==> src/rtl/frame_write_sched.sv <==
// rtl/frame_write_sched.sv - frame-aligned pixel packer and burst write scheduler
// Define FRAME_WRITE_SCHED_DBUF_EN for double buffering (buf_sel ping-pongs per frame).
module frame_write_sched #(
  parameter int H_ACTIVE   = 640,
  parameter int V_ACTIVE   = 480,
  parameter int BURST_LEN  = 16,
  parameter int FIFO_AW    = 6,
  parameter int ADDR_W     = 19,
  parameter int FRAME_BASE = 0,
  localparam int LEN_W     = $clog2(BURST_LEN) + 1
) (
  input  logic              pclk,
  input  logic              rst_n,
  input  logic              start,
  input  logic              continuous,
  input  logic              vsync,
  input  logic              pix_valid,
  input  logic [23:0]       pix_data,
  output logic              wr_req,
  input  logic              wr_gnt,
  output logic [ADDR_W-1:0] wr_addr,
  output logic [LEN_W-1:0]  wr_len,
  output logic              wr_valid,
  output logic [23:0]       wr_data,
  output logic              busy,
  output logic              frame_done,
  output logic              overflow,
  output logic [7:0]        frame_cnt,
  output logic              buf_sel
);

  localparam int FRAME_PIX = H_ACTIVE * V_ACTIVE;
  localparam int PC_W      = $clog2(FRAME_PIX + 1);
  localparam int DEPTH     = 1 << FIFO_AW;
  localparam logic [FIFO_AW:0]    FULL_CNT  = (FIFO_AW+1)'(DEPTH);
  localparam logic [FIFO_AW:0]    BURST_CNT = (FIFO_AW+1)'(BURST_LEN);
  localparam logic [PC_W-1:0]     PIX_MAX   = PC_W'(FRAME_PIX);
  localparam logic [PC_W-1:0]     PIX_LAST  = PC_W'(FRAME_PIX - 1);
  localparam logic [ADDR_W-1:0]   BASE0     = ADDR_W'(FRAME_BASE);

  typedef enum logic [1:0] {IDLE, WAIT_VS, CAPTURE, FLUSH} state_t;

  state_t             state;
  logic               vs_q;
  logic [PC_W-1:0]    pix_cnt;
  logic [23:0]        mem [DEPTH];
  logic [FIFO_AW-1:0] wp, rp;
  logic [FIFO_AW:0]   count;
  logic [ADDR_W-1:0]  wr_ptr;
  logic [LEN_W-1:0]   beats_rem;
  logic [ADDR_W-1:0]  frame_base;
  logic [LEN_W-1:0]   avail_len;
  logic vs_fall, vs_rise, take, full, push, pop, gnt_ok, raise, drained;

`ifdef FRAME_WRITE_SCHED_DBUF_EN
  localparam logic [ADDR_W-1:0] BASE1 = ADDR_W'(FRAME_BASE + FRAME_PIX);
  assign frame_base = buf_sel ? BASE1 : BASE0;
`else
  assign frame_base = BASE0;
`endif

  assign busy    = (state != IDLE);
  assign vs_fall = vs_q & ~vsync;
  assign vs_rise = ~vs_q & vsync;
  assign take    = (state == CAPTURE) && pix_valid && (pix_cnt < PIX_MAX);
  assign full    = (count == FULL_CNT);
  assign push    = take && !full;
  assign gnt_ok  = wr_req && wr_gnt;
  // Beats are launched (and the FIFO popped) on the grant edge and each following edge.
  assign pop     = gnt_ok || (wr_valid && beats_rem != '0);
  assign avail_len = (count < BURST_CNT) ? LEN_W'(count) : LEN_W'(BURST_LEN);
  assign raise   = !wr_req && !wr_valid &&
                   ((count >= BURST_CNT) || ((state == FLUSH) && count != '0));
  // Drained now, or the final beat is on the bus this cycle with nothing left behind it.
  assign drained = (count == '0) && !wr_req && (!wr_valid || beats_rem == '0);

  always_ff @(posedge pclk) begin
    if (push) mem[wp] <= pix_data;
  end

  always_ff @(posedge pclk or negedge rst_n) begin
    if (!rst_n) begin
      state      <= IDLE;
      vs_q       <= 1'b0;
      pix_cnt    <= '0;
      wp         <= '0;
      rp         <= '0;
      count      <= '0;
      wr_ptr     <= '0;
      beats_rem  <= '0;
      wr_req     <= 1'b0;
      wr_addr    <= '0;
      wr_len     <= '0;
      wr_valid   <= 1'b0;
      wr_data    <= '0;
      frame_done <= 1'b0;
      overflow   <= 1'b0;
      frame_cnt  <= '0;
      buf_sel    <= 1'b0;
    end else begin
      vs_q       <= vsync;
      frame_done <= 1'b0;

      if (push) wp <= wp + FIFO_AW'(1);
      if (pop)  rp <= rp + FIFO_AW'(1);
      if (push && !pop)      count <= count + (FIFO_AW+1)'(1);
      else if (!push && pop) count <= count - (FIFO_AW+1)'(1);

      if (take) pix_cnt <= pix_cnt + PC_W'(1);
      if (take && full) overflow <= 1'b1;

      if (raise) begin
        wr_req  <= 1'b1;
        wr_len  <= avail_len;
        wr_addr <= frame_base + wr_ptr;
      end else if (gnt_ok) begin
        wr_req    <= 1'b0;
        wr_valid  <= 1'b1;
        wr_data   <= mem[rp];
        beats_rem <= wr_len - LEN_W'(1);
      end else if (wr_valid) begin
        if (beats_rem != '0) begin
          wr_data   <= mem[rp];
          beats_rem <= beats_rem - LEN_W'(1);
        end else begin
          wr_valid <= 1'b0;
          wr_ptr   <= wr_ptr + ADDR_W'(wr_len);
        end
      end

      case (state)
        IDLE: if (start) begin
          state    <= WAIT_VS;
          overflow <= 1'b0;
          pix_cnt  <= '0;
          wr_ptr   <= '0;
        end
        WAIT_VS: if (vs_fall) begin
          state   <= CAPTURE;
          pix_cnt <= '0;
        end
        CAPTURE: if (vs_rise || (take && pix_cnt == PIX_LAST)) state <= FLUSH;
        FLUSH: if (drained) begin
          frame_done <= 1'b1;
          frame_cnt  <= frame_cnt + 8'd1;
          wr_ptr     <= '0;
`ifdef FRAME_WRITE_SCHED_DBUF_EN
          buf_sel    <= ~buf_sel;
`endif
          state      <= continuous ? WAIT_VS : IDLE;
        end
        default: state <= IDLE;
      endcase
    end
  end

endmodule

==> config.mk <==
export PLATFORM = sky130hd
export DESIGN_NAME = frame_write_sched
export DESIGN_NICKNAME = d
export VERILOG_FILES = /design/src/rtl/frame_write_sched.sv
export SDC_FILE = /design/constraint.sdc
export NUM_CORES = 2
export LEC_CHECK = 0
export BUFFER_PORTS_ARGS = -buffer_cell sky130_fd_sc_hd__buf_4
export CAP_MARGIN = 30
export CORE_AREA = 2 2 467 469
export DETAILED_ROUTE_END_ITERATION = 10
export DIE_AREA = 0 0 469 471
export GPL_ROUTABILITY_DRIVEN = 0
export GPL_TIMING_DRIVEN = 0
export SYNTH_ARGS = -nofsm -noshare
export SYNTH_HDL_FRONTEND = slang
export SYNTH_SLANG_ARGS = --single-unit
==> constraint.sdc <==
create_clock -name pclk -period 3.35 [get_ports pclk]
set_input_delay 0.1675 -clock pclk [delete_from_list [all_inputs] [get_ports pclk]]
set_output_delay 0.1675 -clock pclk [all_outputs]
set_load 0.03 [all_outputs]
# Word-level counts from Yosys, hierarchy flattened
# Memories as Yosys holds them, arrays and structs flattened.
# Index checks and enable logic that the tools add are counted.
dict set report totals {
  word_cells 117
  in_bits 31
  mem_count 1
  regBits 125
  ramBits 1536
}
# name depth word_bits rd rd_clocked_by_memory_dff write_ports line
set mem_list {}
lappend mem_list {mem 64 24 1 0 1 46} ;# logic [23:0] mem [DEPTH];
dict set report op_classes {
  n_lt_le_gt_ge 3
  n_mux 38
  reduce_logical 36
  addsub 9
  bitwise_logic 5
  eq_ne 9
}
# op n
set op_table {}
lappend op_table {{$mux W19} 9}
lappend op_table {{$pmux W19 S2} 2}
lappend op_table {{$mux W24} 3}
lappend op_table {{$mux W5} 4}
lappend op_table {{$add A19 B1 Y19 const B} 1}
lappend op_table {{$add A19 B5 Y19} 1}
lappend op_table {{$eq A19 B19 Y1 const B} 1}
lappend op_table {{$lt A19 B19 Y1 const B} 1}
lappend op_table {{$logic_and A1 B1 Y1} 14}
lappend op_table {{$mux W7} 2}
lappend op_table {{$mux W1} 13}
lappend op_table {{$add A6 B1 Y6 const B} 2}
lappend op_table {{$reduce_bool A2 Y1} 5}
lappend op_table {{$sub A5 B1 Y5 const B} 2}
lappend op_table {{$add A8 B1 Y8 const B} 1}
lappend op_table {{$mux W2} 4}
lappend op_table {{$pmux W2 S4} 1}
lappend op_table {{$add A7 B1 Y7 const B} 1}
lappend op_table {{$eq A7 B7 Y1 const B} 1}
lappend op_table {{$ge A7 B5 Y1 const B} 1}
lappend op_table {{$logic_not A7 Y1} 1}
lappend op_table {{$lt A7 B5 Y1 const B} 1}
lappend op_table {{$reduce_bool A7 Y1} 1}
lappend op_table {{$sub A7 B1 Y7 const B} 1}
lappend op_table {{other kinds (14)} 27}

# Logic depth before layout (Yosys ltp)
dict set report logic_depth {
  depth_word 8
  mapped_depth 15
  ltp_nobuf 14
}

# Worst setup path before layout
# Ideal clock, no wire load.
dict set report synth_path {
  kind {register to register}
  startpoint {register pix_cnt[14]}
  endpoint {memory mem[59][0] (enable)}
  path_slack_ps 76
  n_path_buf 1
  arrival_time_ps 2870
  stages_incl_launch_ff 8
  cell_sequence {dfrtp_1 a211o_1 a211oi_1 and2_0 clkbuf_1 nor2b_1 nand3_1 nor2_1}
}
dict set report synth_between {
  elab_chain_cells 5
}
# item line
set synth_rtl {}
lappend synth_rtl {{start: declaration} 45} ;# logic [PC_W-1:0] pix_cnt;
lappend synth_rtl {{start signal: assignment} 109} ;# if (take) pix_cnt <= pix_cnt + PC_W'(1);
lappend synth_rtl {{$lt A19 B19 Y1} 65} ;# assign take = (state == CAPTURE) && pix_valid && (pix_cnt < PIX_MAX);
lappend synth_rtl {{$logic_and A1 B1 Y1} 65}
lappend synth_rtl {{$logic_and A1 B1 Y1} 67} ;# assign push = take && !full;
lappend synth_rtl {{named net push} 53} ;# logic vs_fall, vs_rise, take, full, push, pop, gnt_ok, raise, drained;
lappend synth_rtl {{$mux W1} 78} ;# if (push) mem[wp] <= pix_data;
lappend synth_rtl {{$mux W1 (implied by the code)} 78}
lappend synth_rtl {{end: declaration} 46}
# The timed path passes the listed nets, and every way through them passes these cells.

# Final worst setup path
dict set report layout_path {
  startpoint {register rp[1]}
  endpoint {register wr_data[20]}
}
dict set report layout_between {
  elab_chain_cells 4
}
# item line
set layout_rtl {}
lappend layout_rtl {{start: declaration} 47} ;# logic [FIFO_AW-1:0] wp, rp;
lappend layout_rtl {{start signal: assignment} 105} ;# if (pop) rp <= rp + FIFO_AW'(1);
lappend layout_rtl {{$mem_v2 Z64 W24 (*)} n/a}
lappend layout_rtl {{$mux W24} 122} ;# if (beats_rem != '0) begin
lappend layout_rtl {{$mux W24} 121} ;# end else if (wr_valid) begin
lappend layout_rtl {{$mux W24 (*)} 116} ;# end else if (gnt_ok) begin
lappend layout_rtl {{end signal: assignment} 119} ;# wr_data <= mem[rp];
lappend layout_rtl {{end signal: assignment} 123} ;# wr_data <= mem[rp];
lappend layout_rtl {{end: declaration} 24} ;# output logic [23:0] wr_data,
# Every way passes the cells marked *; elsewhere a longest branch is shown, timed or not. The select of a mux whose other input is x is not followed.
# A chain may end at the register's enable or synchronous reset.

==> impl_metrics.csv <==
group,metric,value,unit
critical_path,cp.required,4.09,ns
clock_network,clkTransAtPathRegs,0.06,ns
synthesis,syn_area_per_cell,20.9,µm²
drt,wire_per_inst,28.5,µm
global_routing,grt.total_usage,0.165,
synthesis,synthCells,3091,
synthesis,synthFlopType,"edfxtp_1",
sta,tightest_slew,1.06,ns
floorplan,start_util,0.299,
placed_design,io_buffers,91,
clock_network,cts.sinks,1661,
global_routing,grt_pass1_vias,33000,
clock_network,cts_root_buf,"clkbuf_16",
drt,num_vias,33700,
synthesis,netlist_area,0.0645,mm²
power,total_power,61900,µW
critical_path,start_kind,"flip-flop",
drt,drcViolationCount,0,
synthesis,yosysSeqAreaShare,0.763,
floorplan,die_height,471,µm
drt,drtIter0Drc,4486,
critical_path,crit_slowest_cell,"a221oi_1",
placed_design,dp_hpwl,118,mm
status,violations,"negative setup slack",
critical_path,slowest_delay,0.68,ns
power,max-vdd-ir-drop,496,µV
floorplan,ioPinCount,93,
synthesis,synth_compound_area_frac,0.0304,
power,p_leak,0.0249,µW
critical_path,crit_fanout,10,
sta,fmax,292,MHz
synthesis,synth_seq_cells,1661,
sta,rsz0062_at_grt,"yes",
critical_path,crit_start,"rp[1]",
sta,fin_ws,-0.0795,ns
clock_network,cts_tree,"built",
floorplan,die_width,469,µm
placed_design,place_ws,-1.01,ns
sta,clock_skew,0.0566,ns
sta,hold_viol_final,0,
critical_path,crit_chain,"buf_2 > buf_6 > buf_4 > buf_6 > buf_6 > buf_4 > mux2i_1 > buf_4 > a221oi_1 > a221o_1",
synthesis,syn_nets,3144,
floorplan,core_area,0.216,mm²
final_layout,area_growth,19.4,%
drt,drtPass1Iterations,7,
drt,finalWirelength,186,mm
synthesis,yosys.cell_types.count,68,
global_routing,grt_first_pass_wirelength,257,mm
clock_network,numCtsBuffers,165,
synthesis,async_reset_ff_frac,0.0753,
job,maxCapViolations,0,
synthesis,yosysWarnings,1,
sta,period_needed,3.43,ns
critical_path,r2r_start,"rp[1]",
global_routing,grt_max_degree,73,
final_layout,nets,3557,
power,power.density,803,mW/mm²
sta,slew_violations,0,
global_routing,antenna_found_initial,17,
synthesis,yosys.area_share.simple,0.0247,
sta,max_slew_margin,0.294,
critical_path,regToRegSetupSlack,-0.08,ns
drt,vias_per_cell,5.18,
critical_path,critical_path_arrival,4.17,ns
clock_network,clockBufferDepth,3,
sta,setup_viol,6,
hold_path,hold_start,"pix_data[19]",
clock_network,h-tree-depth,4,
synthesis,synth_edf_count,1536,
drt,postRouteAntennaNets,0,
synthesis,synth_top_family_by_area,"multiplexers",
status,status,"complete, but fails checks",
synthesis,synth.mux.area_fraction,0.154,
clock_network,clock_latency,0.82,ns
critical_path,endpoint_kind,"flip-flop",
critical_path,crit_type,"flip-flop to flip-flop",
floorplan,std_cell_rows,171,
synthesis,synthAdderAreaFrac,0.00450,
final_layout,drive_above_1_share,0.281,
floorplan,die_area,0.221,mm²
synthesis,synth_xor_area_frac,0.00801,
sta,post-route-period-util,1.02,
hold_path,holdCritPathClass,"input pin to flip-flop",
global_routing,grt_overflow,0,
[final cells by class]
class | instances | area (µm²)
Multi-Input combinational cell | 1264 | 15200
Clock inverter | 79 | 604
Buffer | 165 | 1000
Fill cell | 19700 | 139000
Tap cell | 2854 | 3570
Sequential cell | 1661 | 49300
Antenna cell | 10 | 25.0
Inverter | 11 | 45.0
Clock buffer | 224 | 4430
Timing Repair Buffer | 236 | 2920
[final timing paths]
check,end,cells after the start
hold / removal,mem[12][19],1
max in group asynchronous,wr_data[4],4
hold reg to reg,wr_addr[12],2
setup / recovery,wr_data[20],10
setup reg to reg,wr_data[20],10
min in group asynchronous,count[0],4
[flip-flops by register name, indices dropped and copies added, names as in the netlist, 2 cells and up]
register,cells
rp,6
wr_addr,19
wr_len,5
pix_cnt,19
frame_cnt,8
count,7
mem,1536
wp,6
wr_data,24
wr_ptr,19
beats_rem,5
state,2
[layer usage]
metal / track usage / share of wire / up-vias
li1: - / - / 13700
met5: 0 / 0.00026 / -
met3: 0.0369 / 0.088 / 336
met4: 0.0698 / 0.043 / 8
met2: 0.259 / 0.47 / 1656
met1: 0.221 / 0.40 / 18000
[cells in the mapped netlist, drive strengths merged (3+ instances only)]
| master | number | area, µm² |
|---|---|---|
| edfxtp | 1536 | 46100 |
| mux4 | 354 | 7970 |
| mux2i | 192 | 1920 |
| nor2 | 139 | 522 |
| dfrtp | 125 | 3130 |
| nand2 | 115 | 432 |
| buf | 105 | 673 |
| clkbuf | 60 | 229 |
| o22ai | 46 | 288 |
| a21oi | 33 | 165 |
| xnor2 | 31 | 272 |
| a211oi | 28 | 215 |
| xor2 | 28 | 245 |
| o21a | 22 | 165 |
| o221ai | 22 | 193 |
| a221o | 21 | 210 |
| a221oi | 21 | 184 |
| nand3 | 21 | 105 |
| o21ai | 21 | 105 |
| a2111oi | 20 | 175 |
| ha | 20 | 250 |
| nand4 | 15 | 93.8 |
| nor3 | 13 | 75.1 |
| and3 | 12 | 75.1 |
| inv | 11 | 41.3 |
| and2 | 6 | 37.5 |
| mux2 | 6 | 67.6 |
| nand3b | 6 | 45.0 |
| and4 | 5 | 43.8 |
| nand2b | 4 | 25.0 |
| nor2b | 4 | 25.0 |
| a211o | 3 | 26.3 |
| a21o | 3 | 22.5 |
| nor4 | 3 | 25.0 |
| o21bai | 3 | 22.5 |
| o22a | 3 | 26.3 |
| o32ai | 3 | 26.3 |
| or3 | 3 | 18.8 |
| or3b | 3 | 26.3 |
[power breakdown]
part / total, µW / switching [µW] / internal, µW / leakage (µW)
clock: 17500 / 7940 / 9560 / 0.00242
sequential: 23900 / 639 / 23200 / 0.0154
combinational: 20500 / 12700 / 7850 / 0.00699
[placed cells by master (no fill, tap or decap), types with 10 or more instances in the layout]
| cell type | instances |
|---|---|
| a2111oi_0 | 20 |
| a211oi_1 | 21 |
| a21oi_1 | 25 |
| a221o_1 | 21 |
| a221oi_1 | 19 |
| and3_1 | 11 |
| buf_12 | 50 |
| buf_16 | 23 |
| buf_2 | 45 |
| buf_4 | 158 |
| buf_6 | 24 |
| clkbuf_1 | 99 |
| clkbuf_16 | 168 |
| clkbuf_2 | 14 |
| clkinv_1 | 45 |
| clkinv_2 | 13 |
| dfrtp_1 | 125 |
| diode_2 | 10 |
| dlygate4sd3_1 | 21 |
| edfxtp_1 | 1536 |
| ha_1 | 19 |
| mux2i_1 | 179 |
| mux4_2 | 354 |
| nand2_1 | 109 |
| nand3_1 | 20 |
| nand4_1 | 15 |
| nor2_1 | 70 |
| nor2_4 | 71 |
| nor3_1 | 10 |
| o21a_1 | 22 |
| o21ai_0 | 17 |
| o221ai_1 | 22 |
| o22ai_1 | 46 |
| xnor2_1 | 31 |
| xor2_1 | 28 |
[worst max-delay path, delay by kind of cell (launching register included)]
kind            cells  cell delay [ns]
buf+inv             7             1.84
compound gates      2             0.92
flops               1             0.36
mux                 1             0.16
[timing repair]
item,in CTS,in global routing
buffers inserted,27,15
resized for setup,79,44
gates cloned,10,0
endpoints found under the hold margin,750,0
pin swaps,28,8
setup endpoints to repair,1530,411
hold buffers,22,0
[stage by stage]
stage / utilization / std cells / hold WS, ns / area, µm² / setup TNS [ns]
after global placement: 0.318 / 6036 / 0.294 / 68800 / -2669.06
after detailed placement: 0.327 / 6112 / 0.162 / 70700 / -600.89
after CTS: 0.355 / 6474 / 0.000386 / 76600 / -0.105
after global routing: 0.357 / 6497 / 0.0265 / 77000 / -0.0872
final: 0.357 / 6504 / 0.0128 / 77100 / -0.166
after floorplan: - / 3091 / -0.128 / 64500 / 0
[logic make-up (layout without fill, tap and decap cells)]
family | Yosys count | count (layout)
DFF | 1661 | 1661
buffers and inverters | 176 | 715
AOI/OAI and AO/OA | 266 | 266
muxes | 552 | 552
and+or+nand+nor | 354 | 364
xor gates and xnor gates | 59 | 59
adders and majority gates | 22 | 22
other | 1 | 11
Note: power is estimated with default switching activity, not from simulation.
